[src/rtl/as1802_trace_pkg.sv]
// Shared definitions for the AS1802 bus tracer: state codes, FSM states and
// the bit layout of a trace record {ts, sc, dir, n, addr_full, data}.
package as1802_trace_pkg;

  localparam logic [1:0] SC_FETCH = 2'b00;
  localparam logic [1:0] SC_EXEC  = 2'b01;
  localparam logic [1:0] SC_DMA   = 2'b10;
  localparam logic [1:0] SC_INT   = 2'b11;

  typedef enum logic [1:0] {
    ST_IDLE   = 2'd0,
    ST_ADDR   = 2'd1,
    ST_STROBE = 2'd2
  } trace_state_e;

  function automatic int rec_width(input int addr_w, input int data_w, input int ts_w);
    return ts_w + 2 + 1 + 3 + 2 * addr_w + data_w;
  endfunction

  // Fields are packed from the LSB upward: data, addr_full, n, dir, sc, ts.
  function automatic int rec_addr_lsb(input int data_w);
    return data_w;
  endfunction

  function automatic int rec_n_lsb(input int addr_w, input int data_w);
    return data_w + 2 * addr_w;
  endfunction

  function automatic int rec_dir_lsb(input int addr_w, input int data_w);
    return rec_n_lsb(addr_w, data_w) + 3;
  endfunction

  function automatic int rec_sc_lsb(input int addr_w, input int data_w);
    return rec_dir_lsb(addr_w, data_w) + 1;
  endfunction

  function automatic int rec_ts_lsb(input int addr_w, input int data_w);
    return rec_sc_lsb(addr_w, data_w) + 2;
  endfunction

endpackage

[src/rtl/as1802_bus_tracer_fifo.sv]
// Generic synchronous first-word-fall-through FIFO; the output reads as zero
// when empty so a cleared FIFO presents an all-zero head.
module trace_fifo #(
  parameter int W     = 8,
  parameter int DEPTH = 16,
  localparam int AW   = $clog2(DEPTH)
) (
  input  logic          clk,
  input  logic          rst,
  input  logic          clr,
  input  logic          push,
  input  logic [W-1:0]  wdata,
  input  logic          pop,
  output logic [W-1:0]  rdata,
  output logic [AW:0]   level,
  output logic          full,
  output logic          empty
);

  logic [W-1:0]  mem [DEPTH];
  logic [AW-1:0] wr_ptr;
  logic [AW-1:0] rd_ptr;
  logic          wr_fire;
  logic          rd_fire;

  assign empty   = (level == '0);
  assign full    = (level == (AW+1)'(DEPTH));
  // A push on full is only taken when the head leaves in the same cycle.
  assign wr_fire = push & (~full | pop);
  assign rd_fire = pop & ~empty;
  assign rdata   = empty ? '0 : mem[rd_ptr];

  always_ff @(posedge clk) begin
    if (rst || clr) begin
      wr_ptr <= '0;
      rd_ptr <= '0;
      level  <= '0;
    end else begin
      if (wr_fire) wr_ptr <= wr_ptr + 1'b1;
      if (rd_fire) rd_ptr <= rd_ptr + 1'b1;
      case ({wr_fire, rd_fire})
        2'b10:   level <= level + 1'b1;
        2'b01:   level <= level - 1'b1;
        default: level <= level;
      endcase
    end
  end

  always_ff @(posedge clk) begin
    if (wr_fire) mem[wr_ptr] <= wdata;
  end

endmodule

[src/rtl/as1802_bus_tracer.sv]
// Passive AS1802 memory-bus tracer: demultiplexes the address, classifies the
// access, timestamps it and queues completed transactions in a FWFT FIFO.
module as1802_bus_tracer
  import as1802_trace_pkg::*;
#(
  parameter int ADDR_W = 8,
  parameter int DATA_W = 8,
  parameter int DEPTH  = 16,
  parameter int TS_W   = 16,
  parameter int REC_W  = rec_width(ADDR_W, DATA_W, TS_W)
) (
  input  logic                     wb_clk_i,
  input  logic                     wb_rst_i,
  input  logic                     en,
  input  logic                     clr,
  input  logic                     cap_rd,
  input  logic                     cap_wr,
  input  logic                     tpa,
  input  logic                     mrd_n,
  input  logic                     mwr_n,
  input  logic [1:0]               sc,
  input  logic [2:0]               n,
  input  logic [ADDR_W-1:0]        addr,
  input  logic [DATA_W-1:0]        data,
  output logic                     rec_valid,
  input  logic                     rec_ready,
  output logic [REC_W-1:0]         rec_data,
  output logic [$clog2(DEPTH):0]   level,
  output logic                     ovf,
  output logic                     proto_err,
  output logic [7:0]               drop_cnt,
  output logic [1:0]               state_dbg
);

  localparam int ADDR_LSB = rec_addr_lsb(DATA_W);
  localparam int N_LSB    = rec_n_lsb(ADDR_W, DATA_W);
  localparam int DIR_LSB  = rec_dir_lsb(ADDR_W, DATA_W);
  localparam int SC_LSB   = rec_sc_lsb(ADDR_W, DATA_W);
  localparam int TS_LSB   = rec_ts_lsb(ADDR_W, DATA_W);

  trace_state_e      state, state_nxt;
  logic [TS_W-1:0]   ts_cnt, ts_q;
  logic [ADDR_W-1:0] addr_hi, addr_lo;
  logic [1:0]        sc_q;
  logic [2:0]        n_q;
  logic              dir_q;
  logic [DATA_W-1:0] data_q;
  logic [REC_W-1:0]  rec;

  logic both_low, any_low, act_low;
  logic latch_hdr, latch_lo, hold_data, push, err;
  logic fifo_full, fifo_empty, pop, drop;

  assign both_low  = ~mrd_n & ~mwr_n;
  assign any_low   = ~mrd_n | ~mwr_n;
  assign act_low   = dir_q ? ~mwr_n : ~mrd_n;
  assign state_dbg = state;

  always_comb begin
    state_nxt = state;
    latch_hdr = 1'b0;
    latch_lo  = 1'b0;
    hold_data = 1'b0;
    push      = 1'b0;
    err       = 1'b0;
    case (state)
      ST_IDLE: begin
        if (tpa && en) begin
          latch_hdr = 1'b1;
          state_nxt = ST_ADDR;
        end
      end
      ST_ADDR: begin
        if (both_low) begin
          err       = 1'b1;
          state_nxt = ST_IDLE;
        end else if (any_low) begin
          latch_lo  = 1'b1;
          state_nxt = ST_STROBE;
        end else if (tpa) begin
          latch_hdr = 1'b1;   // non-memory cycle: the new TPA starts over
        end
      end
      ST_STROBE: begin
        if (both_low) begin
          err       = 1'b1;
          state_nxt = ST_IDLE;
        end else if (tpa) begin
          err       = 1'b1;
          latch_hdr = 1'b1;
          state_nxt = ST_ADDR;
        end else if (act_low) begin
          hold_data = 1'b1;
        end else begin
          push      = dir_q ? cap_wr : cap_rd;
          state_nxt = ST_IDLE;
        end
      end
      default: state_nxt = ST_IDLE;
    endcase
  end

  always_ff @(posedge wb_clk_i) begin
    if (wb_rst_i || clr) begin
      state   <= ST_IDLE;
      ts_cnt  <= '0;
      ts_q    <= '0;
      addr_hi <= '0;
      addr_lo <= '0;
      sc_q    <= '0;
      n_q     <= '0;
      dir_q   <= 1'b0;
      data_q  <= '0;
    end else begin
      state  <= state_nxt;
      ts_cnt <= ts_cnt + 1'b1;
      if (latch_hdr) begin
        addr_hi <= addr;
        ts_q    <= ts_cnt;
        sc_q    <= sc;
        n_q     <= n;
      end
      if (latch_lo) begin
        addr_lo <= addr;
        dir_q   <= ~mwr_n;
      end
      if (latch_lo || hold_data) data_q <= data;
    end
  end

  always_comb begin
    rec = '0;
    rec[0 +: DATA_W]          = data_q;
    rec[ADDR_LSB +: 2*ADDR_W] = {addr_hi, addr_lo};
    rec[N_LSB +: 3]           = n_q;
    rec[DIR_LSB]              = dir_q;
    rec[SC_LSB +: 2]          = sc_q;
    rec[TS_LSB +: TS_W]       = ts_q;
  end

  assign pop  = rec_valid & rec_ready;
  assign drop = push & fifo_full & ~pop;

  always_ff @(posedge wb_clk_i) begin
    if (wb_rst_i || clr) begin
      ovf       <= 1'b0;
      proto_err <= 1'b0;
      drop_cnt  <= '0;
    end else begin
      if (err) proto_err <= 1'b1;
      if (drop) begin
        ovf <= 1'b1;
        if (drop_cnt != 8'hFF) drop_cnt <= drop_cnt + 1'b1;
      end
    end
  end

  trace_fifo #(
    .W     (REC_W),
    .DEPTH (DEPTH)
  ) u_fifo (
    .clk   (wb_clk_i),
    .rst   (wb_rst_i),
    .clr   (clr),
    .push  (push),
    .wdata (rec),
    .pop   (pop),
    .rdata (rec_data),
    .level (level),
    .full  (fifo_full),
    .empty (fifo_empty)
  );

  assign rec_valid = ~fifo_empty;

endmodule

[config.mk]
export PLATFORM = sky130hd
export DESIGN_NAME = as1802_bus_tracer
export DESIGN_NICKNAME = d
export VERILOG_FILES = /design/src/rtl/as1802_trace_pkg.sv /design/src/rtl/as1802_bus_tracer_fifo.sv /design/src/rtl/as1802_bus_tracer.sv
export SDC_FILE = /design/constraint.sdc
export NUM_CORES = 1
export LEC_CHECK = 0
export ABC_AREA = 1
export BUFFER_PORTS_ARGS = -buffer_cell sky130_fd_sc_hd__clkbuf_2
export CORE_AREA = 2 2 224 282
export CTS_CLUSTER_SIZE = 28
export DETAILED_ROUTE_END_ITERATION = 8
export DIE_AREA = 0 0 226 284
export GPL_ROUTABILITY_DRIVEN = 0
export PLACE_DENSITY = 0.75
export SETUP_SLACK_MARGIN = 0.1
export SLEW_MARGIN = 10
export SYNTH_ARGS = -nofsm -noshare
export SYNTH_HDL_FRONTEND = slang
export SYNTH_SLANG_ARGS = --single-unit
[constraint.sdc]
create_clock -name wb_clk_i -period 10.6 [get_ports wb_clk_i]
set_input_delay 2.12 -clock wb_clk_i [delete_from_list [all_inputs] [get_ports wb_clk_i]]
set_output_delay 2.12 -clock wb_clk_i [all_outputs]
set_load 0.01 [all_outputs]
==> impl_metrics.json, run 1 <==
{
  "outcome": "finished, final reports clean",
  "start_util": 0.546,
  "synth_area_mm2": 0.0335,
  "drive_gt1_frac": 0.0951,
  "cp_data_required_time_ps": 8480,
  "critPathArrivalTime_ps": 4220,
  "syn_nets": 3015,
  "hold_viol_final": 0,
  "end_kind": "output port",
  "max_stage_delay_ps": 980,
  "drt_iter0_drc": 2270,
  "grt_pass1_wl_um": 127000,
  "slowest_stage": "buf_4",
  "clkLatencyLatePin_ps": 620,
  "clkTransAtPathRegs_ps": 60,
  "cts_resized": 0,
  "clock-skew-final_ps": 17.5,
  "die_w_um": 226,
  "cp_cell_sequence": "inv_8 > buf_4 > nand2_1 > nand3_1 > nand3_1 > nand2_1 > nand2_1 > a21oi_1 > clkbuf_2",
  "synth-edff-count": 736,
  "cp_top_family": "buffers and inverters",
  "critPathKind": "reg2out",
  "row_count": 102,
  "synthCells": 2967,
  "drt-total-wl_um": 82900,
  "drtPass1Iterations": 8,
  "h-tree-depth": 3,
  "grt_max_degree": 163,
  "fin_ws_ps": 4260,
  "place_ws_ps": 4910,
  "cts_hold_buffers": 0,
  "wl_per_cell_um": 21.3,
  "critPathMaxFanout": 162,
  "multi_input_area_mm2": 0.00854,
  "slew_violations": 0,
  "port_buffers": 94,
  "n_fill_cell": 4622,
  "grt.total_usage": 0.261,
  "powerDensity_mw_per_mm2": 174,
  "vias_per_cell": 5.83,
  "finalCriticalPeriod_ps": 6340,
  "yosys_warnings": 0,
  "clkSinkCount": 827,
  "setup-violations-final": 0,
  "die_area_mm2": 0.0642,
  "slew_headroom": 0.190,
  "vias": 22712,
  "first_global_vias": 22610,
  "drcViolationCount": 0,
  "crit_top_cell": "nand2_1",
  "ys_ff_latch": 827,
  "finalNetCount": 3047,
  "antenna_found_initial": 2,
  "p_leak_nw": 13.2,
  "syn_area_per_cell_um2": 11.3,
  "postRouteAntennaNets": 0,
  "finalCritPeriodShare": 0.598,
  "synth_ff_type": "edfxtp_1",
  "area_growth_pct": 10.3,
  "die-height_um": 284,
  "worstMarginPinSlew_ps": 1210,
  "clock_path_buffers": 3,
  "ios": 95,
  "cts_root_buf": "clkbuf_16",
  "fmax_ghz": 0.158,
  "crit_buf_inv": 3,
  "grt-ovfl-total": 0,
  "ir_drop_uv": 137,
  "fin_setup_tns_ps": 0,
  "critPathLaunchType": "flip-flop",
  "async_flop_share": 0,
  "cts_tree": "done",
  "dp_hpwl_um": 39600,
  "layout.cells.most_common": "nand2_1",
  "ys_types": 35,
  "coreArea_mm2": 0.0614,
  "ys_seq_area_frac": 0.713,
  "rsz0062_at_grt": "no",
  "final_cell_mix": "nand2_1 (1002), edfxtp_1 (736), nand3_1 (575)",
  "seqCellArea_mm2": 0.0239,
  "maxCapViolations": 0,
  "holdCritPathClass": "reg2reg",
  "cts_buffers": 75,
  "cts_setup_buffers": 0
}
==> kinds of logic after synthesis <==
| logic type | count (synthesis) | share of synthesized area |
|---|---|---|
| buffers and inverters | 225 | 0.0362 |
| DFF | 827 | 0.713 |
| and+or+nand+nor | 1749 | 0.220 |
| xor gates and xnor gates | 11 | 0.00287 |
| adders and majority gates | 17 | 0.00634 |
| AOI/OAI and AO/OA | 138 | 0.0216 |
==> path summary, 6_finish.rpt <==
check            start                  to  slack, ps  cells after the start
max          flip-flop        rec_data[35]       4260                      9
min          proto_err           proto_err        460                      2
max reg2reg      dir_q  u_fifo.mem[12][34]       6980                      9
min reg2reg  proto_err           proto_err        460                      2
==> final cells by class <==
cell class	count	share of cell area
multi-input combinational	1915	0.231
antenna	1	0.0000677
clock inverter	27	0.00866
tap	832	0.0281
inverter	55	0.00602
timing repair buffer	125	0.0190
clock buffer	111	0.0599
sequential	827	0.647
==> flip-flops by register name, summed over array words and instances (netlist names), 4 cells and up, named ones only <==
| register | flops |
|---|---|
| u_fifo.mem | 736 |
| ts_cnt | 16 |
| ts_q | 16 |
| addr_hi | 8 |
| addr_lo | 8 |
| data_q | 8 |
| drop_cnt | 8 |
| u_fifo.level | 5 |
| u_fifo.rd_ptr | 4 |
| u_fifo.wr_ptr | 4 |
==> worst register-to-register path, stage by stage, from the launching register on <==
cell and delay [ps]:
dfxtp_1 700, nand2_1 100, nand2_1 130, nand2_1 60
nor2_1 190, nand2_2 160, inv_2 120, nand2_1 230
nor2_4 980, buf_4 580
==> report_power, final <==
part	internal, W	switching (W)
Sequential	0.00353	0.0000273
Combinational	0.0000238	0.0000597
Clock	0.00162	0.00115
==> per-stage QoR <==
stage	std cells	hold WS, ps	cell area [µm²]	utilization	power, W
CTS	3892	468	37000	0.602	0.00644
detailed placement	3754	453	34400	0.561	0.00371
finish	3893	460	37000	0.603	0.00642
floorplan	2967	430	33500	-	0.00367
global placement	3754	441	34400	0.561	0.00371
global route	3893	488	37000	0.603	0.00657
==> Yosys cell counts, drive strengths merged, types with 10 or more instances <==
cell / number / area, µm²
a21oi: 73 / 377
buf: 141 / 893
clkbuf: 29 / 109
dfxtp: 91 / 1820
edfxtp: 736 / 22100
ha: 17 / 213
inv: 54 / 208
nand2: 1003 / 3770
nand3: 577 / 2900
nand4: 10 / 62.6
nor2: 151 / 599
o21ai: 59 / 295
==> layer usage <==
layer	GRT usage	vias to the layer above	share of wire
li1	-	10337	-
met1	0.332	10986	0.37
met2	0.434	1182	0.49
met3	0.0467	205	0.096
met4	0.122	2	0.037
met5	0	-	0.00014
No activity file was read; power rests on OpenSTA's default activity.
==> inputs of run 2 (changes only) <==
clock period = 6.4 ns   (was 10.6 ns; I/O delays follow)
==> impl_metrics.json, run 2 (same netlist as run 1, synthesis figures left out) <==
{
  "outcome": "finished, final reports clean",
  "start_util": 0.546,
  "hold_viol_final": 0,
  "drt_iter0_drc": 2682,
  "clkLatencyLatePin_ps": 630,
  "cts_hold_buffers": 0,
  "end_kind": "output port",
  "crit_buf_inv": 3,
  "ir_drop_uv": 179,
  "wl_per_cell_um": 21.3,
  "area_growth_pct": 10.5,
  "finalCriticalPeriod_ps": 4700,
  "slew_violations": 0,
  "p_leak_nw": 13.4,
  "placed_cell_area_mm2": 0.0346,
  "finalCritPeriodShare": 0.735,
  "fin_setup_tns_ps": 0,
  "final_cell_mix": "nand2_1 (1002), edfxtp_1 (736), nand3_1 (575)",
  "clock-skew-final_ps": 24.6,
  "clkTransAtPathRegs_ps": 70,
  "grt_pass1_wl_um": 127000,
  "max_stage_delay_ps": 700,
  "largest_reg_flops": 736,
  "whs_endpoint": "proto_err",
  "worstMarginPinSlew_ps": 1290,
  "grt.total_usage": 0.260,
  "cts_setup_buffers": 0,
  "fmax_ghz": 0.213,
  "grt_max_degree": 255,
  "layout.cells.most_common": "nand2_1",
  "postRouteAntennaNets": 0,
  "worstHoldStart": "proto_err",
  "grt-ovfl-total": 0,
  "n_fill_cell": 4661,
  "hold_depth": 2,
  "cts_resized": 0,
  "rr_worst_depth": 9,
  "diodes": 0,
  "cts_buffers": 76,
  "crit_top_cell": "nand2_1",
  "drcViolationCount": 0,
  "holdCritPathClass": "reg2reg",
  "drt-total-wl_um": 82900,
  "row_count": 102,
  "drive_gt1_frac": 0.0958,
  "die_w_um": 226,
  "powerDensity_mw_per_mm2": 286,
  "multi_input_area_mm2": 0.00854,
  "top_regs": "u_fifo.mem: 736 flops, ts_cnt: 16 flops, ts_q: 16 flops",
  "dp_hpwl_um": 42800,
  "final_cells": 3902,
  "top_usage_layer": "met2",
  "reg2reg_to": "u_fifo.mem[0][40]",
  "first_global_vias": 22585,
  "r2r_setup_slack_ps": 2980,
  "cp_data_required_time_ps": 5120,
  "critPathLaunchType": "flip-flop",
  "rr_startpoint": "dir_q",
  "maxCapViolations": 0,
  "critPathArrivalTime_ps": 3420,
  "met3_usage": 0.0432,
  "cp_cell_sequence": "inv_8 > buf_4 > nand2_1 > nand3_1 > nand3_1 > nand2_1 > nand2_1 > a21oi_1 > clkbuf_2",
  "coreArea_mm2": 0.0614,
  "regMostFlops": "u_fifo.mem",
  "critPathKind": "reg2out",
  "clock_path_buffers": 3,
  "cts_tree": "done",
  "seqCellArea_mm2": 0.0239,
  "h-tree-depth": 3,
  "grtUsageMet1": 0.334,
  "clkSinkCount": 827,
  "dp_cells": 3763,
  "setup-violations-final": 0,
  "vias_per_cell": 5.86,
  "drtPass1Iterations": 5,
  "port_buffers": 94,
  "critPathMaxFanout": 177,
  "slowest_stage": "inv_8",
  "die-height_um": 284,
  "die_area_mm2": 0.0642,
  "grtUsageMet2": 0.436,
  "cp_top_family": "buffers and inverters",
  "ios": 95,
  "cts_root_buf": "clkbuf_16",
  "finalNetCount": 3057,
  "rsz0062_at_grt": "no",
  "slew_headroom": 0.142,
  "vias": 22858,
  "antenna_found_initial": 0,
  "stdcell_area_mm2": 0.0371
}
## run 2: worst reg2reg max path, cell delays in order, from the launching register on
cell and delay [ps]:
dfxtp_1 770, nand2_1 110, nand2_1 140, nand2_1 70, nor2_1 160, nand2_2 160, inv_2 130, nand2_1 230
nor2_4 920, buf_4 400
## run 2: per-stage QoR
step | total power, W | util | setup slack (ps) | hold WS [ps]
floorplan | 0.00608 | - | 1870 | 430
global placement | 0.00615 | 0.563 | 2270 | 442
detailed placement | 0.00615 | 0.563 | 2210 | 447
CTS | 0.0106 | 0.604 | 1760 | 457
global route | 0.0109 | 0.604 | 1550 | 498
finish | 0.0106 | 0.604 | 1700 | 453
## run 2: per-layer routing
| metal | routed length [µm] | up-vias |
|---|---|---|
| met5 | 0 | - |
| met2 | 41100 | 1247 |
| met1 | 31600 | 11069 |
| met4 | 2810 | 0 |
| met3 | 7420 | 176 |
| li1 | - | 10366 |
## run 2: report_power, final
group          switching (W)  total (W)  internal, W
Clock                0.00195    0.00457      0.00262
Sequential         0.0000499    0.00590      0.00585
Combinational      0.0000999   0.000140    0.0000398
## run 2: worst max-delay path by stage
stage,cells after the start,slack [ps],endpoint,start
after detailed placement,11,2210,u_fifo.mem[0][3],mrd_n
after floorplan,9,1870,u_fifo.mem[11][0],mrd_n
after global routing,9,1550,rec_data[4],flip-flop
after CTS,9,1760,rec_data[4],flip-flop
final,9,1700,rec_data[24],flip-flop
after global placement,11,2270,u_fifo.mem[0][3],mrd_n
## run 2: cell type report
class                   count  share of cell area
clock buffers             107              0.0575
well taps                 832              0.0281
repair buffers            134              0.0221
clock inverters            32              0.0101
multi-input cells        1915               0.230
flip-flops and latches    827               0.646
inverters                  55             0.00601
